===== src/rtl/nor3_arc_sequencer_if.sv =====
// Bus between the characterisation controller, the sequencer and the cell under test.
interface nor3_arc_sequencer_if #(
  parameter int unsigned CNT_W = 8
);
  logic             start;
  logic             qn_sense;
  logic             in1;
  logic             in2;
  logic             in3;
  logic [4:0]       arc_id;
  logic             arc_stb;
  logic             busy;
  logic             done;
  logic             err_stb;
  logic [CNT_W-1:0] err_cnt;

  // Controller / cell side.
  modport master (
    output start, qn_sense,
    input  in1, in2, in3, arc_id, arc_stb, busy, done, err_stb, err_cnt
  );

  // Sequencer side.
  modport slave (
    input  start, qn_sense,
    output in1, in2, in3, arc_id, arc_stb, busy, done, err_stb, err_cnt
  );
endinterface


===== src/rtl/nor3_arc_sequencer.sv =====
// Walks a 3-input NOR cell through all 24 single-input toggle arcs, holding each
// vector for DWELL cycles and counting QN mismatches against the NOR truth table.
module nor3_arc_sequencer #(
  parameter int unsigned DWELL = 4,
  parameter int unsigned CNT_W = 8
) (
  input logic                 CLK,
  input logic                 RST,
  nor3_arc_sequencer_if.slave bus
);

  localparam int unsigned PH_W    = $clog2(DWELL);
  localparam int unsigned ID_W    = 5;
  localparam logic [PH_W-1:0] PH_LAST = PH_W'(DWELL - 1);

  typedef enum logic [1:0] {
    S_IDLE  = 2'd0,
    S_SETUP = 2'd1,
    S_RISE  = 2'd2,
    S_FALL  = 2'd3
  } state_e;

  state_e           state_q,   state_d;
  logic [PH_W-1:0]  phase_q,   phase_d;
  logic [1:0]       pin_q,     pin_d;
  logic [1:0]       side_q,    side_d;
  logic [2:0]       in_q,      in_d;
  logic [ID_W-1:0]  arc_id_q,  arc_id_d;
  logic             arc_stb_q, arc_stb_d;
  logic             busy_q,    busy_d;
  logic             done_q,    done_d;
  logic             err_stb_q, err_stb_d;
  logic [CNT_W-1:0] err_cnt_q, err_cnt_d;

  logic phase_last;
  logic last_pair;
  logic active;

  assign phase_last = (phase_q == PH_LAST);
  assign last_pair  = (pin_q == 2'd2) && (side_q == 2'd3);

  // State register and registered outputs.
  always_ff @(posedge CLK) begin
    if (RST) begin
      state_q   <= S_IDLE;
      phase_q   <= '0;
      pin_q     <= '0;
      side_q    <= '0;
      in_q      <= '0;
      arc_id_q  <= '0;
      arc_stb_q <= 1'b0;
      busy_q    <= 1'b0;
      done_q    <= 1'b0;
      err_stb_q <= 1'b0;
      err_cnt_q <= '0;
    end else begin
      state_q   <= state_d;
      phase_q   <= phase_d;
      pin_q     <= pin_d;
      side_q    <= side_d;
      in_q      <= in_d;
      arc_id_q  <= arc_id_d;
      arc_stb_q <= arc_stb_d;
      busy_q    <= busy_d;
      done_q    <= done_d;
      err_stb_q <= err_stb_d;
      err_cnt_q <= err_cnt_d;
    end
  end

  // Next-state sequencing, QN check and next output values.
  always_comb begin
    state_d   = state_q;
    phase_d   = phase_q;
    pin_d     = pin_q;
    side_d    = side_q;
    done_d    = 1'b0;
    err_stb_d = 1'b0;
    err_cnt_d = err_cnt_q;
    active    = 1'b0;
    in_d      = '0;
    arc_id_d  = '0;
    arc_stb_d = 1'b0;
    busy_d    = 1'b0;

    case (state_q)
      S_IDLE: begin
        if (bus.start) begin
          state_d   = S_SETUP;
          phase_d   = '0;
          pin_d     = '0;
          side_d    = '0;
          err_cnt_d = '0;
        end
      end
      S_SETUP: begin
        phase_d = phase_q + PH_W'(1);
        if (phase_last) begin
          state_d = S_RISE;
          phase_d = '0;
        end
      end
      S_RISE: begin
        phase_d = phase_q + PH_W'(1);
        if (phase_last) begin
          state_d = S_FALL;
          phase_d = '0;
        end
      end
      S_FALL: begin
        phase_d = phase_q + PH_W'(1);
        if (phase_last) begin
          phase_d = '0;
          if (last_pair) begin
            state_d = S_IDLE;
            pin_d   = '0;
            side_d  = '0;
            done_d  = 1'b1;
          end else begin
            state_d = S_SETUP;
            if (side_q == 2'd3) begin
              side_d = '0;
              pin_d  = pin_q + 2'd1;
            end else begin
              side_d = side_q + 2'd1;
            end
          end
        end
      end
      default: state_d = S_IDLE;
    endcase

    // Compare QN against the NOR of the vector being driven, at the end of each check dwell.
    if (((state_q == S_RISE) || (state_q == S_FALL)) && phase_last &&
        (bus.qn_sense != ~|in_q)) begin
      err_stb_d = 1'b1;
      if (err_cnt_q != '1) begin
        err_cnt_d = err_cnt_q + CNT_W'(1);
      end
    end

    // Drive vector: active pin high only in RISE, side[0] on lower other pin, side[1] on higher.
    active = (state_d == S_RISE);
    if (state_d != S_IDLE) begin
      case (pin_d)
        2'd0:    in_d = {side_d[1], side_d[0], active};
        2'd1:    in_d = {side_d[1], active, side_d[0]};
        default: in_d = {active, side_d[1], side_d[0]};
      endcase
      arc_id_d = {pin_d, side_d, (state_d == S_FALL)};
    end
    arc_stb_d = (state_d != state_q) && ((state_d == S_RISE) || (state_d == S_FALL));
    busy_d    = (state_d != S_IDLE);
  end

  assign bus.in1     = in_q[0];
  assign bus.in2     = in_q[1];
  assign bus.in3     = in_q[2];
  assign bus.arc_id  = arc_id_q;
  assign bus.arc_stb = arc_stb_q;
  assign bus.busy    = busy_q;
  assign bus.done    = done_q;
  assign bus.err_stb = err_stb_q;
  assign bus.err_cnt = err_cnt_q;

endmodule

===== src/flat_wrapper.sv =====
// flat-port wrapper written by rule: the top's interface ports become plain ports
module nor3_arc_sequencer_flat 
#(
  parameter int unsigned DWELL = 4,
  parameter int unsigned CNT_W = 8
)
  (CLK, RST, bus_start, bus_qn_sense, bus_in1, bus_in2, bus_in3, bus_arc_id, bus_arc_stb, bus_busy, bus_done, bus_err_stb, bus_err_cnt);
  nor3_arc_sequencer_if #(.CNT_W(CNT_W)) bus_i ();
  input logic CLK;
  input logic RST;
  input wire logic [$bits(bus_i.start)-1:0] bus_start;
  input wire logic [$bits(bus_i.qn_sense)-1:0] bus_qn_sense;
  output wire logic [$bits(bus_i.in1)-1:0] bus_in1;
  output wire logic [$bits(bus_i.in2)-1:0] bus_in2;
  output wire logic [$bits(bus_i.in3)-1:0] bus_in3;
  output wire logic [$bits(bus_i.arc_id)-1:0] bus_arc_id;
  output wire logic [$bits(bus_i.arc_stb)-1:0] bus_arc_stb;
  output wire logic [$bits(bus_i.busy)-1:0] bus_busy;
  output wire logic [$bits(bus_i.done)-1:0] bus_done;
  output wire logic [$bits(bus_i.err_stb)-1:0] bus_err_stb;
  output wire logic [$bits(bus_i.err_cnt)-1:0] bus_err_cnt;
  assign bus_i.start = bus_start;
  assign bus_i.qn_sense = bus_qn_sense;
  assign bus_in1 = bus_i.in1;
  assign bus_in2 = bus_i.in2;
  assign bus_in3 = bus_i.in3;
  assign bus_arc_id = bus_i.arc_id;
  assign bus_arc_stb = bus_i.arc_stb;
  assign bus_busy = bus_i.busy;
  assign bus_done = bus_i.done;
  assign bus_err_stb = bus_i.err_stb;
  assign bus_err_cnt = bus_i.err_cnt;
  nor3_arc_sequencer #(.DWELL(DWELL), .CNT_W(CNT_W)) u_core (.CLK(CLK), .RST(RST), .bus(bus_i));
endmodule

===== config.mk =====
export PLATFORM = sky130hd
export DESIGN_NAME = nor3_arc_sequencer_flat
export DESIGN_NICKNAME = d
export VERILOG_FILES = /design/src/rtl/nor3_arc_sequencer_if.sv /design/src/rtl/nor3_arc_sequencer.sv /design/src/flat_wrapper.sv
export SDC_FILE = /design/constraint.sdc
export NUM_CORES = 1
export LEC_CHECK = 0
export BUFFER_PORTS_ARGS = -buffer_cell sky130_fd_sc_hd__buf_4
export CAP_MARGIN = 20
export CORE_UTILIZATION = 54
export DETAILED_ROUTE_END_ITERATION = 12
export PLACE_DENSITY_LB_ADDON = 0.3
export SLEW_MARGIN = 0
export SYNTH_ARGS = -nofsm -noshare
export SYNTH_HDL_FRONTEND = slang
export SYNTH_SLANG_ARGS = --single-unit

===== constraint.sdc =====
create_clock -name CLK -period 4.4 [get_ports CLK]
set_clock_uncertainty 0.1 [all_clocks]
set_input_delay 1.1 -clock CLK [delete_from_list [all_inputs] [get_ports CLK]]
set_output_delay 1.1 -clock CLK [all_outputs]
set_load 0.05 [all_outputs]

==> reports/metrics.csv <==
stage,metric,value,unit
worst_setup_path,critPathCaptureType,register,
run_status,outcome,"complete, no violations",
worst_setup_path,crit_fanout,6,
timing,timing.hold.ws,0.417,ns
run,drv_cap,0,
yosys,synth_area_leaders,"dfxtp_1 (40%), ha_1 (8.1%), nor2_1 (4.6%)",
yosys,synth-seq-cells,28,
yosys,async_flop_share,0,%
global_routing,grt_pass1_wl,4840,µm
timing,worstMarginPinSlew,0.510,ns
detailed_routing,first_pass_iters,4,
worst_setup_path,cp_data_required_time,4.56,ns
timing,timing.final.ws_setup,2.06,ns
worst_setup_path,reg2reg_setup_slack,2.06,ns
cts,post_cts_buffers,0,
detailed_routing,vias,1264,
worst_setup_path,critPathKind,reg -> reg,
yosys,synthDistinctLibCells,47,
cells_and_area,syn2layout_area_growth,17.6,%
yosys,yosysSeqAreaShare,40.1,%
cells_and_area,final_common_cell,dfxtp_1,
min_path,hold_class,reg -> reg,
detailed_routing,drt_iter0_drc,23,
power,total_power,0.751,mW
power,ir_worst_vdd,395,µV
timing,finalSetupViolCount,0,
cts,cts_tree,built,
placement,preCtsSetupSlack,1.75,ns
yosys,syn_area_per_cell,8.63,µm²
placement,dp.cells,211,
worst_setup_path,rr_worst_depth,6,
yosys,synth_top_area_share,40.1,%
cts,clk_path_buf_depth,2,
die,die_w,52.9,µm
cts,cts-root-buf,clkbuf_4,
worst_setup_path,r2r-end,u_core.in_q[1],
worst_setup_path,startpoint_type,register,
yosys,syn_inst,162,
cts,insertion_delay,0.33,ns
detailed_routing,wl_per_cell,14.6,µm
global_routing,antenna_found_initial,0,
global_routing,grt_pass1_vias,1185,
cells_and_area,layout-drive-gt1-share,19.5,%
timing,grt_setup_unrepaired,no,
cts,cts_resized,0,
cells_and_area,final_cell_mix,"dfxtp_1 (28), buf_4 (23), nor2_1 (17), nand3_1 (12), a21oi_1 (12)",
placement,dpl.hpwl,2320,µm
min_path,hp-start,u_core.phase_q[1],
yosys,synth-main-ff-cell,dfxtp_1,
worst_setup_path,cp.arrival,2.51,ns
die,core_area,2450,µm²
cells_and_area,stdcell_area,1640,µm²
cells_and_area,antenna_cells,0,
placement,place.gp.congestion,0.808,
cts,ctsHoldBuffers,0,
cells_and_area,layout.nets,199,
worst_setup_path,reg2reg_from,u_core.state_q[0],
detailed_routing,drcViolationCount,0,
cts,clk_pin_slew,0.15,ns
yosys,synth-edff-count,0,
die,dieArea,2800,µm²
detailed_routing,final_antenna_net_count,0,
timing,slew_viol_final,0,
power,power.density,457,nW/µm²
yosys,synth_top_cell_by_area,dfxtp_1,
die,die_h,52.9,µm
timing,relSlewSlack,66.0,%
timing,fin_crit_sh,53.2,%
global_routing,grt_overflow_total,0,
die,ios,24,
timing,period_needed,2.34,ns
cells_and_area,final_cells,215,
min_path,min_to,u_core.phase_q[1],
cts,htree_levels,1,
die,initial_core_util,56.9,%
placement,place_area,1590,µm²
yosys,syn_area,1400,µm²
global_routing,grt_max_degree,21,
detailed_routing,drt_wl_total,3140,µm
die,rows,18,
cts,clkSinkCount,28,
cells_and_area,finish.utilization,67.0,%
global_routing,grt_usage,23.6,%
placement,port-buffer-count,23,
cts,cts_buffers,3,
timing,setup_tns,0,ns
power,p_leak,0.673,nW
detailed_routing,viasPerCell,5.88,
timing,fmax,0.427,GHz
yosys,ys_warn_count,0,
min_path,hold_depth,2,
timing,finalHoldViolations,0,
yosys,synth_nets,175,
report_power, final:
| group | internal (mW) | total [mW] | switching [mW] |
|---|---|---|---|
| sequential | 0.279 | 0.303 | 0.0234 |
| clock | 0.0922 | 0.168 | 0.0756 |
| combinational | 0.0931 | 0.281 | 0.187 |
per-layer routing:
layer	GRT usage (%)	wire length (µm)	vias to the layer above	part of all wire, %
li1	-	-	629	-
met1	24.0	1360	597	43
met2	48.5	1660	34	53
met3	2.59	85	4	2.7
met4	7.46	26	0	0.83
met5	0	0	-	0
kinds of logic after synthesis:
kind of cell,Yosys count,synth area share (%)
flip-flops,28,40.1
buffers and inverters,13,3.58
XOR/XNOR,1,0.627
multiplexers,2,1.79
AO/OA/AOI/OAI,43,20.8
adder cells (fa/ha/maj),9,8.06
AND/OR/NAND/NOR,66,25.1
state kept, by name, indices dropped and copies added (netlist names):
name                cells
u_core.bus.err_cnt      8
u_core.bus.busy         1
u_core.bus.err_stb      1
u_core.bus.arc_stb      1
u_core.state_q          2
u_core.phase_q          2
u_core.pin_q            2
u_core.bus.done         1
u_core.side_q           2
u_core.bus.arc_id       5
u_core.in_q             3
Yosys cell counts, types with 3 or more instances:
cell type / n
nand3_1: 12
nor2_1: 17
nand2b_1: 4
ha_1: 9
nor3_1: 5
inv_1: 9
o21ai_0: 6
o21a_1: 3
dfxtp_1: 28
nand2_1: 11
a21oi_1: 12
a31oi_1: 4
cell type report:
class / count / area (µm²)
clock buffers: 3 / 22.5
clock inverters: 1 / 30.0
fillers: 208 / 811
inverters: 9 / 33.8
multi-input cells: 121 / 787
flip-flops and latches: 28 / 561
well taps: 30 / 37.5
repair buffers: 23 / 173
worst max-delay path, stage by stage, from the launching register on:
cell and delay [ns]:
dfxtp_1 0.45, inv_1 0.12, ha_1 0.38, or4b_4 0.57
mux2_4 0.31, nand3b_4 0.16, a211oi_2 0.19
worst max path at each step:
stage | to | start | slack [ns] | cells after the start
detailed placement | u_core.bus.err_cnt[3] | bus_qn_sense | 1.75 | 6
global placement | u_core.bus.err_cnt[3] | bus_qn_sense | 1.84 | 6
global route | u_core.in_q[0] | u_core.state_q[0] | 1.95 | 7
floorplan | u_core.bus.err_cnt[3] | bus_qn_sense | 2.02 | 5
finish | u_core.in_q[1] | u_core.state_q[0] | 2.06 | 6
CTS | u_core.in_q[1] | u_core.state_q[0] | 2.07 | 6
Note: power is estimated with default switching activity, not from simulation.
